<file path="src/rtl/evm_ballot_controller.sv">
// evm_ballot_controller
//   Sits between the raw voting-machine push-buttons and the per-candidate
//   vote counters. Every button is synchronised and debounced. One officer
//   ballot press arms exactly one vote. The three candidate buttons are
//   arbitrated into a single-cycle one-hot cast pulse. Result display is
//   gated until the poll is closed.
//
//   state   | meaning
//   --------+-----------------------------------------------------------
//   IDLE    | waiting for a ballot (arm) or close press
//   ARMED   | one vote may be cast; timeout timer running
//   RELEASE | vote cast, waiting for all candidate buttons to be released
//   CLOSED  | poll closed, results shown, everything ignored until reset
//
// Ports
//   clk, reset      : system clock, synchronous active-high reset
//   ballot, close   : raw officer buttons (arm / close poll)
//   p1, p2, p3      : raw candidate buttons
//   vote_o[2:0]     : one-hot cast pulse, bit0 = candidate 1
//   clr_o           : counter clear, first cycle after reset release
//   total_o[7:0]    : ballots cast, saturating at 255
//   ready_led       : high in ARMED
//   busy_led        : high in RELEASE
//   conflict_o      : multiple-press lockout active
//   timeout_o       : single-cycle pulse when an arm expires
//   full_o          : total_o == 255
//   show_en         : high in CLOSED
module evm_ballot_controller #(
  parameter int DEBOUNCE_CYCLES = 1_000_000,
  parameter int TIMEOUT_CYCLES  = 500_000_000
) (
  input  logic       clk,
  input  logic       reset,
  input  logic       ballot,
  input  logic       close,
  input  logic       p1,
  input  logic       p2,
  input  logic       p3,
  output logic [2:0] vote_o,
  output logic       clr_o,
  output logic [7:0] total_o,
  output logic       ready_led,
  output logic       busy_led,
  output logic       conflict_o,
  output logic       timeout_o,
  output logic       full_o,
  output logic       show_en
);

  localparam int DB_W = $clog2(DEBOUNCE_CYCLES + 1);
  localparam int TM_W = $clog2(TIMEOUT_CYCLES);
  localparam logic [DB_W-1:0] DB_LIMIT = DB_W'(DEBOUNCE_CYCLES);
  localparam logic [TM_W-1:0] TM_LOAD  = TM_W'(TIMEOUT_CYCLES - 1);

  typedef enum logic [1:0] {S_IDLE, S_ARMED, S_RELEASE, S_CLOSED} state_t;

  // button index: 0 ballot, 1 close, 2 p1, 3 p2, 4 p3
  logic [4:0]      raw;
  logic [4:0]      sync1_q, sync2_q;
  logic [4:0]      db_q, db_d, db_prev_q;
  logic [DB_W-1:0] dcnt_q [5];
  logic [DB_W-1:0] dcnt_d [5];

  state_t          state_q, state_d;
  logic [TM_W-1:0] tmr_q, tmr_d;
  logic            lock_q, lock_d;
  logic [2:0]      vote_q, vote_d;
  logic [7:0]      total_q, total_d;
  logic            timeout_q, timeout_d;
  logic            clr_q, rst_seen_q;

  logic [4:0] rise;
  logic [2:0] cand;
  logic       cand_one, cand_multi, full;

  assign raw = {p3, p2, p1, close, ballot};

  // The flip fires on the edge after the count has reached the limit, so a
  // level must disagree with db for DEBOUNCE_CYCLES+1 consecutive samples.
  always_comb begin
    db_d = db_q;
    for (int i = 0; i < 5; i++) begin
      dcnt_d[i] = '0;
      if (sync2_q[i] != db_q[i]) begin
        if (dcnt_q[i] == DB_LIMIT) db_d[i] = sync2_q[i];
        else                       dcnt_d[i] = dcnt_q[i] + DB_W'(1);
      end
    end
  end

  assign rise       = db_q & ~db_prev_q;
  assign cand       = db_q[4:2];
  assign cand_one   = (cand == 3'b001) || (cand == 3'b010) || (cand == 3'b100);
  assign cand_multi = (cand != 3'b000) && !cand_one;
  assign full       = (total_q == 8'hFF);

  always_comb begin
    state_d   = state_q;
    tmr_d     = tmr_q;
    lock_d    = lock_q;
    vote_d    = 3'b000;
    total_d   = total_q;
    timeout_d = 1'b0;
    case (state_q)
      S_IDLE: begin
        if (rise[1]) begin
          state_d = S_CLOSED;
        end else if (rise[0] && !full) begin
          state_d = S_ARMED;
          tmr_d   = TM_LOAD;
        end
      end
      S_ARMED: begin
        if (cand_one && !lock_q) begin
          vote_d  = cand;
          total_d = full ? total_q : total_q + 8'd1;
          state_d = S_RELEASE;
        end else begin
          if (cand_multi)              lock_d = 1'b1;
          else if (cand == 3'b000)     lock_d = 1'b0;
          // expiry overrides any lockout update on the same edge
          if (tmr_q == '0) begin
            timeout_d = 1'b1;
            lock_d    = 1'b0;
            state_d   = S_IDLE;
          end else begin
            tmr_d = tmr_q - TM_W'(1);
          end
        end
      end
      S_RELEASE: begin
        if (cand == 3'b000) state_d = S_IDLE;
      end
      S_CLOSED: begin
      end
      default: state_d = S_IDLE;
    endcase
  end

  always_ff @(posedge clk) begin
    if (reset) begin
      sync1_q    <= '0;
      sync2_q    <= '0;
      db_q       <= '0;
      db_prev_q  <= '0;
      for (int i = 0; i < 5; i++) dcnt_q[i] <= '0;
      state_q    <= S_IDLE;
      tmr_q      <= '0;
      lock_q     <= 1'b0;
      vote_q     <= 3'b000;
      total_q    <= 8'd0;
      timeout_q  <= 1'b0;
      clr_q      <= 1'b0;
      rst_seen_q <= 1'b1;
    end else begin
      sync1_q    <= raw;
      sync2_q    <= sync1_q;
      db_q       <= db_d;
      db_prev_q  <= db_q;
      for (int i = 0; i < 5; i++) dcnt_q[i] <= dcnt_d[i];
      state_q    <= state_d;
      tmr_q      <= tmr_d;
      lock_q     <= lock_d;
      vote_q     <= vote_d;
      total_q    <= total_d;
      timeout_q  <= timeout_d;
      clr_q      <= rst_seen_q;
      rst_seen_q <= 1'b0;
    end
  end

  assign vote_o     = vote_q;
  assign clr_o      = clr_q;
  assign total_o    = total_q;
  assign ready_led  = (state_q == S_ARMED);
  assign busy_led   = (state_q == S_RELEASE);
  assign show_en    = (state_q == S_CLOSED);
  assign conflict_o = lock_q;
  assign timeout_o  = timeout_q;
  assign full_o     = full;

endmodule
</file>
<file path="config.mk">
export PLATFORM = sky130hd
export DESIGN_NAME = evm_ballot_controller
export DESIGN_NICKNAME = d
export VERILOG_FILES = /design/src/rtl/evm_ballot_controller.sv
export SDC_FILE = /design/constraint.sdc
export NUM_CORES = 1
export LEC_CHECK = 0
export ABC_AREA = 1
export CORE_ASPECT_RATIO = 1.75
export CORE_MARGIN = 10
export CORE_UTILIZATION = 56
export CTS_CLUSTER_DIAMETER = 150
export DETAILED_ROUTE_END_ITERATION = 6
export GPL_ROUTABILITY_DRIVEN = 1
export PLACE_DENSITY = 0.73
export SKIP_CTS_REPAIR_TIMING = 1
export SLEW_MARGIN = 10
export SYNTH_ARGS = -nofsm -noshare
export SYNTH_HDL_FRONTEND = slang
export SYNTH_SLANG_ARGS = --single-unit
</file>
<file path="constraint.sdc">
create_clock -name clk -period 1.7 [get_ports clk]
set_clock_uncertainty 0.05 [all_clocks]
set_input_delay 0.34 -clock clk [delete_from_list [all_inputs] [get_ports clk]]
set_output_delay 0.34 -clock clk [all_outputs]
set_load 0.05 [all_outputs]
</file>
; ---- Word level (Yosys, flattened, before mapping)
; Memories as Yosys holds them, arrays and structs flattened.
; Index checks and enable logic that the tools add are counted.
[op_classes]
add_sub_neg = 7
n_eq_ne = 24
mux = 33
n_bitwise = 10
n_reduce_logical = 26
[op_table]
columns = operator, n
row1 = 20-bit 2-to-1 mux, 15
row2 = 29-bit 2-to-1 mux, 4
row3 = 20-bit by 1-bit adder with 20-bit output (second input constant), 5
row4 = 20-bit equality test (second input constant), 5
row5 = 29-bit one-hot mux with 2 select lines, 1
row6 = 29-bit zero test, 1
row7 = 29-bit by 1-bit subtractor with 29-bit output (second input constant), 1
row8 = 2-bit 2-to-1 mux, 5
row9 = 2-bit AND reduction, 5
row10 = 3-bit nonzero test, 3
row11 = 8-bit by 1-bit adder with 8-bit output (second input constant), 1
row12 = 8-bit equality test (second input constant), 1
row13 = 2-bit inequality test (second input constant), 4
row14 = 1-bit 2-to-1 mux, 7
row15 = 2-bit one-hot mux with 3 select lines, 1
row16 = 3-bit AND reduction, 2
row17 = 3-bit OR reduction, 2
row18 = 1-bit inequality test, 5
row19 = 1-bit OR, 5
row20 = 5-bit AND reduction, 1
row21 = 2-bit equality test (second input constant), 2
row22 = 4-bit AND reduction, 1
row23 = 3-bit by 1-bit equality test with 1-bit output (second input constant), 1
row24 = 3-bit by 2-bit equality test with 1-bit output (second input constant), 1
row25 = other kinds (14), 21
[totals]
ff_bits = 63
mem_bits_rw = 100
inputBits = 7
out_inout_bits = 18
word_cells = 117
mem_count = 1
[mem_list]
columns = name, depth, word_bits, rd, rd_ports_with_merged_regs, wr, line
row1 = dcnt_q, 5, 20, 5, 0, 5, 61  ; logic [DB_W-1:0] dcnt_q [5];

; ---- Longest topological paths before layout
; Gate-level depths: netlist (run 1).
[logic_depth]
word_depth = 7
mapped_depth = 14
mapped_depth_nobuf = 12

; ---- Worst setup path after synthesis (run 1)
; No wires, ideal clock.
[synth_path]
kind = reg2reg
startpoint = reg total_q[0] (netlist: total_o[0])
endpoint = reg tmr_q[13]
setup_ns = 0.134
t_arrival_ns = 1.978
required_ns = 1.516
slack_ns = -0.462
path_stages_with_launch = 13
path_buffers = 2
period_less_slack_ns = 2.162
cell_sequence = dfxtp_1 > ha_1 > nand2_1 > inv_1 > nand4_4 > nand2_2 > nand2_1 > nand2_2 > inv_2 > buf_2 > buf_2 > nand3_1 > a21oi_1
[synth_via]
elab_chain_len = 5
[synth_lines]
columns = element, line
row1 = start: declaration, 68  ; logic [7:0] total_q, total_d;
row2 = start signal: assignment, 165  ; total_q <= total_d;
row3 = 8-bit equality test, 95  ; assign full = (total_q == 8'hFF);
row4 = 1-bit zero test, 108  ; end else if (rise[0] && !full) begin
row5 = 1-bit logical AND, 108
row6 = 2-bit inequality test (no line), -
row7 = 5-bit AND reduction (no line), -
row8 = end signal: assignment, 162  ; tmr_q <= tmr_d;
row9 = end: declaration, 65  ; logic [TM_W-1:0] tmr_q, tmr_d;
; No other way between the ends.
; A chain may end at the register's enable or synchronous reset.

; ---- Final worst setup path (run 1)
[layout_path]
startpoint = reg total_q[0] (netlist: total_o[0])
endpoint = out full_o
[layout_via]
elab_chain_len = 1
[layout_lines]
columns = element, line
row1 = 8-bit equality test, 95
row2 = end: declaration, 46  ; output logic full_o,
; No other way between the ends.

==> results.md, run 1 <==
- The run finished, with violations left.
- The checks that failed: setup timing.
- The kind of cell with the highest combined delay along the critical path is flip-flops.
- The highest clock rate is 542 MHz.
- The full die area is between 0.02 and 0.025 mm2.
- The number of DRC markers in iteration 0 is roughly 540.
- The maximum resistive drop on vdd is 521 uV.
- After synthesis, flip-flops and latches occupy slightly below 40% of the total area.
- The number of antenna violations at the first check in global routing is 0.
- The first detailed-routing pass took 6 iterations.
- During I/O placement, the number of pins put on the boundary was 25.
- The number of flops mapped to enable cells by yosys is 0.
- The final number of max-transition violations came to 0.
- The setup check on the worst reg-to-reg path leaves a slack of -140 ps.
- The last weighted congestion value of the routability-driven placer is 0.903.
- Along the worst path, the maximum fanout reaches 3.
- The count of inserted antenna diode cells is 0.
- From left edge to right edge, the die measures 113 um.
- The library cell contributing the largest single delay on the critical path is sky130_fd_sc_hd__dfxtp_4.
- Across the run, the number of max-cap violations was 0.
- The cell area reported after detailed placement is 0.00954 mm2.
- The nature of the critical path startpoint is a flop.
- The worst register-to-register path has a depth of 13.
- Data arrives at the worst endpoint at 1450 ps.
- The total via count in the routed design is roughly 8700.
- The overall routing resource usage is 20.1%.
- The floorplan has 59 rows.
- The share of total power dissipated in sequential elements is a little under half.
- The top flip-flop cell by instance count after synthesis is sky130_fd_sc_hd__dfxtp_1.
- The number of global-route vias before repair is 8092.
- The number of buffers and inverters on the critical path is 3.
- The cell type with the highest occurrence count on the critical path is sky130_fd_sc_hd__inv_2.
- The reg-to-reg startpoint is total_o[0].
- The endpoint class of the critical path is an output port.
- For the pin with the worst max-slew slack, the measured transition is approximately 480 ps.
- The critical path class is reg -> out.
- Summing all flip-flop and latch instances after layout gives between 0.003 and 0.004 mm2.
- The filler cell count is 1057.
- The fraction of final layout cells sized beyond drive strength 1 is approximately 31%.
- In this run the vertical extent of the chip is 182 um.
- Once layout is done, the placed cells without fillers occupy 0.0114 mm2.
- The period utilization is 109%.
- The delay of the slowest critical-path stage is 360 ps.
- Once routing completed, OpenROAD measured the worst setup slack at -145 ps.
- The clock network burns 50.4% of the power.
- The critical path goes through ha_4 > nand2_2 > inv_2 > nand4_4 > inv_2 > buf_12.
- The clock edge transition at the registers on the reported setup and hold paths is approximately 70 ps.
- The first global-routing pass estimated 35.0 mm of wire.
- Setup violations remaining at the end of the flow were counted as 40.
- The internal power component is between 6000 and 7000 uW.
- The area taken by multi-input logic gates is between 0.005 and 0.006 mm2.
- The Yosys step of the flow raised 0 warnings.
- The mapped netlist covers between 0.008 and 0.009 mm2.
- The depth of the critical timing path with buffers and inverters included is 6.
- The design draws around 8000 uW.
- The proportion of synthesized flip-flops having asynchronous set or reset is 0%.
- Compared with the post-synthesis result, the final layout area differs by 35.3%.
- The number of vias per cell after detailed routing is 5.51.
- Global routing finished with a remaining overflow of 0.
- The worst setup slack after placement is -102 ps.
- For this configuration, the core starts out at a cell density of ~57%.
- Combinational logic is responsible for 1.8% of the overall power.
- The switching power as a share of total power is approximately 22%.
- The type of the tightest min-delay check is in -> reg.
- No sink is reached through more buffers than the 2 on the longest clock path.
- The mean area per synthesized cell is around 6.8 um2.
- The placed wire-length estimate after detailed placement is 15.4 mm.
- The count of mapped cells out of synthesis is between 1000 and 1500.
- At the later pin of the worst-skew pair, clock insertion delay measures around 440 ps.
- For the worst setup path, the data required time is about 1300 ps.
- The final hold violation count is 0.
- The final critical-path required period is 1840 ps.
- In this run the worst setup path terminates at full_o.
- In this run, CTS created clock tree buffers numbering 17.
- The tree built by TritonCTS fans out to 163 sinks.
- The synthesized design contains 163 register bits.
- TritonCTS built the clock tree.
- The terminus of the critical flop-to-flop path is tmr_q[10].
- Summed over all cells, the static leakage comes to 0.00456 uW.
- The count of distinct cell types in the synthesized netlist is 40.
- The total wire length after detailed routing is 23.9 mm.
- Setup repair after global routing could not meet its margin everywhere.
- In the final routed layout, each cell accounts on average for 15.2 um.
- The floorplan core area is between 0.01 and 0.015 mm2.
- For this design the ratio of total power to cell area is between 700 and 800 mW/mm2.
- Entering global routing, the biggest net connects 29 pins.
- In this run the clock root is driven by a sky130_fd_sc_hd__clkbuf_16.
- The level count of the clock H-tree is 4.
- The number of nets with antenna violations after detailed routing is 0.
- The post-synthesis net count is 1264.
- The net count of the finished layout is 1401.
- The count of unresolved DRC violations after routing is 0.
- The headroom to the max-slew limit is 67.5%.
- The port buffer count is 24.
- The worst setup path startpoint is total_o[0].
- The reported net switching power is 1790 uW.
==> how the worst min path moves through the flow <==
stage,depth (start not counted),slack (ps),to,from
after detailed placement,2,340,clr_o,rst_seen_q
after global routing,2,330,rst_seen_q,reset
after global placement,2,340,sync2_q[1],sync1_q[1]
after CTS,2,280,rst_seen_q,reset
after floorplan,0,320,rst_seen_q,reset
final,4,320,db_q[0],reset
==> layer usage <==
layer  part of all wire, %  GRT usage, %
met4                   5.9          12.8
met5                     0             0
met1                    37          19.8
met2                    54          37.8
met3                   3.5          2.96
==> Yosys cell counts (13+ instances only) <==
cell type	count	share of area (%)
sky130_fd_sc_hd__o21ai_0	25	1.5
sky130_fd_sc_hd__or2_2	15	1.1
sky130_fd_sc_hd__a21oi_1	67	4.0
sky130_fd_sc_hd__nand2_1	263	12
sky130_fd_sc_hd__nor3_1	48	2.9
sky130_fd_sc_hd__nor2_1	194	8.7
sky130_fd_sc_hd__xor2_1	23	2.4
sky130_fd_sc_hd__ha_1	17	2.5
sky130_fd_sc_hd__nand4_1	29	2.2
sky130_fd_sc_hd__nand3_1	103	6.1
sky130_fd_sc_hd__nor3b_1	14	1.2
sky130_fd_sc_hd__dfxtp_1	163	39
sky130_fd_sc_hd__nor4_1	13	0.97
sky130_fd_sc_hd__inv_1	156	7.0
sky130_fd_sc_hd__clkbuf_1	14	0.62
sky130_fd_sc_hd__nor2_2	16	1.2
==> worst reg2reg max path, cell delays in order (launching register included) <==
cell	delay, ps
sky130_fd_sc_hd__dfxtp_4	360
sky130_fd_sc_hd__ha_4	140
sky130_fd_sc_hd__nand2_2	50
sky130_fd_sc_hd__inv_2	90
sky130_fd_sc_hd__nand4_4	130
sky130_fd_sc_hd__buf_6	150
sky130_fd_sc_hd__nand2_4	80
sky130_fd_sc_hd__nand2_4	70
sky130_fd_sc_hd__nand2_8	120
sky130_fd_sc_hd__inv_8	50
sky130_fd_sc_hd__nand2_8	90
sky130_fd_sc_hd__clkbuf_16	190
sky130_fd_sc_hd__nand2_4	50
sky130_fd_sc_hd__a21oi_2	130
==> per-stage QoR <==
stage	utilization [%]	setup TNS, ps	std cells	hold slack, ps
detailed placement	64.3	-847	1510	343
CTS	68.5	-1820	1542	284
global route	76.7	-5740	1573	332
floorplan	-	0	1240	318
finish	76.7	-2860	1573	323
global placement	64.3	-331	1510	339
==> layout by cell type (no fill, tap or decap), types with 19 or more instances in the layout <==
cell and count:
sky130_fd_sc_hd__dfxtp_1 127, sky130_fd_sc_hd__nand2_2 23, sky130_fd_sc_hd__nand4_1 29, sky130_fd_sc_hd__o21ai_0 19
sky130_fd_sc_hd__xor2_1 22, sky130_fd_sc_hd__buf_4 110, sky130_fd_sc_hd__a21oi_1 42, sky130_fd_sc_hd__nand2_1 224
sky130_fd_sc_hd__nor3_1 34, sky130_fd_sc_hd__inv_1 143, sky130_fd_sc_hd__dfxtp_2 28, sky130_fd_sc_hd__nor2_2 39
sky130_fd_sc_hd__a21oi_2 30, sky130_fd_sc_hd__clkbuf_16 23, sky130_fd_sc_hd__nand2_4 26, sky130_fd_sc_hd__nand3_1 96
sky130_fd_sc_hd__nor2_1 158
==> sequential cells by signal (all words and copies together), names as in the netlist <==
signal,cells
timeout_o,1
conflict_o,1
clr_o,1
db_q,5
sync2_q,5
dcnt_q,100
state_q,2
sync1_q,5
tmr_q,29
total_o,8
rst_seen_q,1
db_prev_q,2
vote_o,3
==> final cells by class <==
type	count	share of cell area, %
Multi-Input combinational cell	888	45.8
Sequential cell	163	29.3
Timing Repair Buffer	140	11.8
Inverter	166	5.66
Clock buffer	20	4.20
Tap cell	183	2.01
Clock inverter	12	1.25
Timing Repair inverter	1	0.0660
==> cells by family after synthesis <==
family | share of synthesized area, %
AND/OR/NAND/NOR | 39.4
adder cells (fa/ha/maj) | 2.53
buffers and inverters | 8.91
flip-flops | 38.8
XOR/XNOR | 3.23
AO/OA/AOI/OAI | 7.14
==> power by group through the flow <==
stage / Combinational (uW) / Clock [uW] / Sequential (uW)
3_5_place_dp: 115 / 0 / 3920
5_1_grt: 160 / 4230 / 3830
6_report: 146 / 4050 / 3830
2_1_floorplan: 60.5 / 0 / 3930
3_3_place_gp: 114 / 0 / 3920
4_1_cts: 116 / 4100 / 3840
Power figures use the tool's default switching activity.
==> inputs of run 2 (changes only) <==
SETUP_SLACK_MARGIN = 0.5   (was not set)
==> run 2 against run 1 <==
  * The run ends with DRC, setup timing left
  * Non-clock buffer count up 34
  * Largest cell class unchanged
  * Critical path type is now reg -> reg
  * Critical endpoint is now tmr_q[12]
  * Sequential share of layout area down 3.1 points
  * Register-to-register slack worse by 98 ps
  * Combinational power up 42%
==> results.md, run 2 (synthesis results as in run 1) <==
- The overall routing resource usage is 20.2% (was 20.1%).
- The final-report setup violation count is 56 (was 40).
- The maximum count of clock buffers along a single path was 2 (unchanged).
- The total via count in the routed design is 9600 (was 8663).
- The effective utilization at floorplan was 56.7% (unchanged).
- The pin slew with the least headroom to its limit is 664 ps (was 481 ps).
- The met2 demand-to-capacity share in global routing is 37.1% (was 37.8%).
- Failing checks: DRC, setup timing (was setup timing).
- The net count reported at finish is 1434 (was 1401).
- The TritonCTS buffer count is 17 (unchanged).
- The met1 usage in global routing came to 20.7% (was 19.8%).
- The number of buffers and inverters on the critical path is 1 (was 3).
- The combinational cell fraction of total power was 2.6% (was 1.8%).
- The utilization after layout came to 89.1% (was 76.7%).
- The cell family contributing the most delay on the critical path is simple AND/OR/NAND/NOR gates (was flip-flops).
- The final critical-path required period is 1940 ps (was 1840 ps).
- The overall die height is 182 um (unchanged).
- The highest clock rate is 515 MHz (was 542 MHz).
- The headroom to the max-slew limit is 55.7% (was 67.5%).
- The number of nets with antenna violations after detailed routing is 0 (unchanged).
- The number of vias per cell after detailed routing is 5.98 (was 5.51).
- The total number of clock tree sinks is 163 (unchanged).
- The number of antenna violations at the first check in global routing was 0 (unchanged).
- The library cell contributing the largest single delay on the critical path was sky130_fd_sc_hd__dfxtp_1 (was sky130_fd_sc_hd__dfxtp_4).
- The level count of the clock H-tree is 4 (unchanged).
- The type of the tightest min-delay check is in -> reg (unchanged).
- The area taken by multi-input logic gates is 0.00636 mm2 (was 0.00521 mm2).
- The delay of the slowest critical-path stage came to 370 ps (was 360 ps).
- The full die area is 0.0205 mm2 (unchanged).
- The signed area change from the synthesized netlist to the final layout is 57.3% (was 35.3%).
- The setup TNS is -6910 ps (was -2860 ps).
- The remaining global-route overflow was 0 (unchanged).
- The TritonCTS clock tree is yes (unchanged).
- The peak-usage layer in the global routing report was met2 (unchanged).
- The reported net switching power is 1980 uW (was 1790 uW).
- The first-pass GRT wire length is 35.2 mm (was 35.0 mm).
- The leakage power figure is 0.00520 uW (was 0.00456 uW).
- The worst setup path startpoint is tmr_q[26] (was total_o[0]).
- The largest net degree at the start of global routing came to 38 (was 29).
- The final number of max-transition violations is 0 (unchanged).
- The floorplan core area is 0.0148 mm2 (unchanged).
- The fraction of final layout cells sized beyond drive strength 1 is 49.2% (was 30.5%).
- The width of the die is 113 um (unchanged).
- The port buffer count is 24 (unchanged).
- The internal power component is 6100 uW (was 6240 uW).
- The iteration count of the initial detailed-routing pass is 7 (was 6).
- The placed wire-length estimate after detailed placement is 15.0 mm (was 15.4 mm).
- The maximum resistive drop on vdd is 502 uV (was 521 uV).
- The post-detailed-route wirelength per cell came to 19.2 um (was 15.2 um).
- The portion of total power attributed to the clock network is 50.4% (about the same).
- The clock edge transition at the registers on the reported setup and hold paths is 70 ps (about the same).
- The highest net fanout along the worst path is 6 (was 3).
- Commonest cells after routing, fill and taps aside: sky130_fd_sc_hd__nand2_1 (196), sky130_fd_sc_hd__nor2_1 (130), sky130_fd_sc_hd__inv_1 (113) (was sky130_fd_sc_hd__nand2_1 (224), sky130_fd_sc_hd__nor2_1 (158), sky130_fd_sc_hd__inv_1 (143)).
- The filler cell count is 635 (was 1057).
- The clock insertion delay at the later pin of the skew report is 440 ps (about the same).
- The switching power as a share of total power came to 24.5% (was 22.3%).
- Status: complete, but fails checks (unchanged).
- The total wire length after detailed routing is 30.8 mm (was 23.9 mm).
- The last weighted congestion value of the routability-driven placer came to 0.919 (was 0.903).
- The master cell of the clock root buffer is sky130_fd_sc_hd__clkbuf_16 (unchanged).
- The register bank with the most flops is dcnt_q (unchanged).
- The nature of the critical path startpoint is a flop (unchanged).
- The worst endpoint data arrival time is 2260 ps (was 1450 ps).
- The number of global-route vias before repair is 8113 (was 8092).
- The reg-to-reg startpoint is tmr_q[26] (was total_o[0]).
- The period utilization came to 114% (was 109%).
- The endpoint class of the critical path is a flop (was output port).
- The critical path class is reg -> reg (was reg -> out).
- The critical path required time was 2010 ps (was 1310 ps).
- The number of core rows was 59 (unchanged).
- Unrepaired setup endpoints after global routing: true (unchanged).
- The I/O pin total is 25 (unchanged).
- The count of unresolved DRC violations after routing is 2 (was 0).
- The leading cell type in the layout, fill and taps excluded is sky130_fd_sc_hd__nand2_1 (unchanged).
- The number of maximum-capacitance constraint violations is 0 (unchanged).
- The total power density per cell area is 611 mW/mm2 (was 706 mW/mm2).
- The count of inserted antenna diode cells came to 0 (unchanged).
- The share of total power in sequential cells was 47.0% (was 47.7%).
- The hold path startpoint is reset (unchanged).
- The cell type with the highest occurrence count on the critical path is sky130_fd_sc_hd__nand2_4 (was sky130_fd_sc_hd__inv_2).
- The number of DRC markers in iteration 0 is 850 (was 535).
- The flip-flop count of the largest register, all copies and words added is 100 (unchanged).
- The routing usage on met3 was 3.65% (was 2.96%).
- The final hold violation count is 0 (unchanged).
- The smallest setup slack after layout is -243 ps (was -145 ps).
- Sequence of cells on the critical path: nor2_1 > nand3_1 > nor2_4 > nand2_2 > nand2_4 > nand2_4 > nand2_8 > clkbuf_16 > nand2_1 > a21oi_2 (was ha_4 > nand2_2 > inv_2 > nand4_4 > inv_2 > buf_12).
- The area taken by flip-flops and latches came to 0.00345 mm2 (was 0.00333 mm2).
[run 2: changes by cell type in the layout (fill, tap and decap cells not counted), sizes merged]
cell,change
bufinv,-1
clkbuf,+4
buf,+30
a21oi,-1
inv,+4
clkinv,-2
clkinvlp,-1
[run 2: worst paths after layout]
kind	end	cells past startpoint	slack (ps)
worst max-delay path	tmr_q[12]	10	-240
worst min-delay path	rst_seen_q	2	230
worst max register to register	tmr_q[12]	10	-240
worst min register to register	sync2_q[0]	2	360
[run 2: worst register-to-register path, stage by stage, from the launching register on]
cell and delay, ps:
sky130_fd_sc_hd__dfxtp_1 370, sky130_fd_sc_hd__nor2_1 240, sky130_fd_sc_hd__nand3_1 180, sky130_fd_sc_hd__nor2_4 180, sky130_fd_sc_hd__nand2_2 100, sky130_fd_sc_hd__nand2_4 110
sky130_fd_sc_hd__nand2_4 90, sky130_fd_sc_hd__nand2_8 160, sky130_fd_sc_hd__clkbuf_16 190, sky130_fd_sc_hd__nand2_1 80, sky130_fd_sc_hd__a21oi_2 130
[run 2: power by group through the flow]
| stage | registers [uW] | logic (uW) | clock network (uW) |
|---|---|---|---|
| finish | 3800 | 208 | 4070 |
| global route | 3800 | 219 | 4210 |
| CTS | 3830 | 120 | 4010 |
| detailed placement | 3920 | 119 | 0 |
| global placement | 3910 | 116 | 0 |
| floorplan | 3920 | 72.4 | 0 |
[run 2: cell type report]
class / count / area share (%)
tap: 183 / 1.73
sequential: 163 / 26.1
inverter: 166 / 5.18
clock inverter: 12 / 1.01
clock buffer: 20 / 3.61
timing repair inverter: 1 / 0.0851
multi-input combinational: 887 / 48.1
timing repair buffer: 174 / 14.2
[run 2: metal layers]
metal	up-vias	part of all wire, %
met5	-	0
met1	4568	35
met3	197	6.5
met2	508	52
li1	4327	-
met4	0	6.5
[run 2: metrics by stage]
| step | setup slack, ps | instances | cell area (um2) | total power, uW | hold WS, ps |
|---|---|---|---|---|---|
| floorplan | 23.3 | 1240 | 9010 | 3990 | 318 |
| global placement | -29.9 | 1492 | 9850 | 4030 | 340 |
| detailed placement | -57.9 | 1492 | 9850 | 4030 | 346 |
| CTS | -191 | 1524 | 10500 | 7960 | 223 |
| global route | -276 | 1606 | 13200 | 8230 | 233 |
| finish | -243 | 1606 | 13200 | 8080 | 231 |
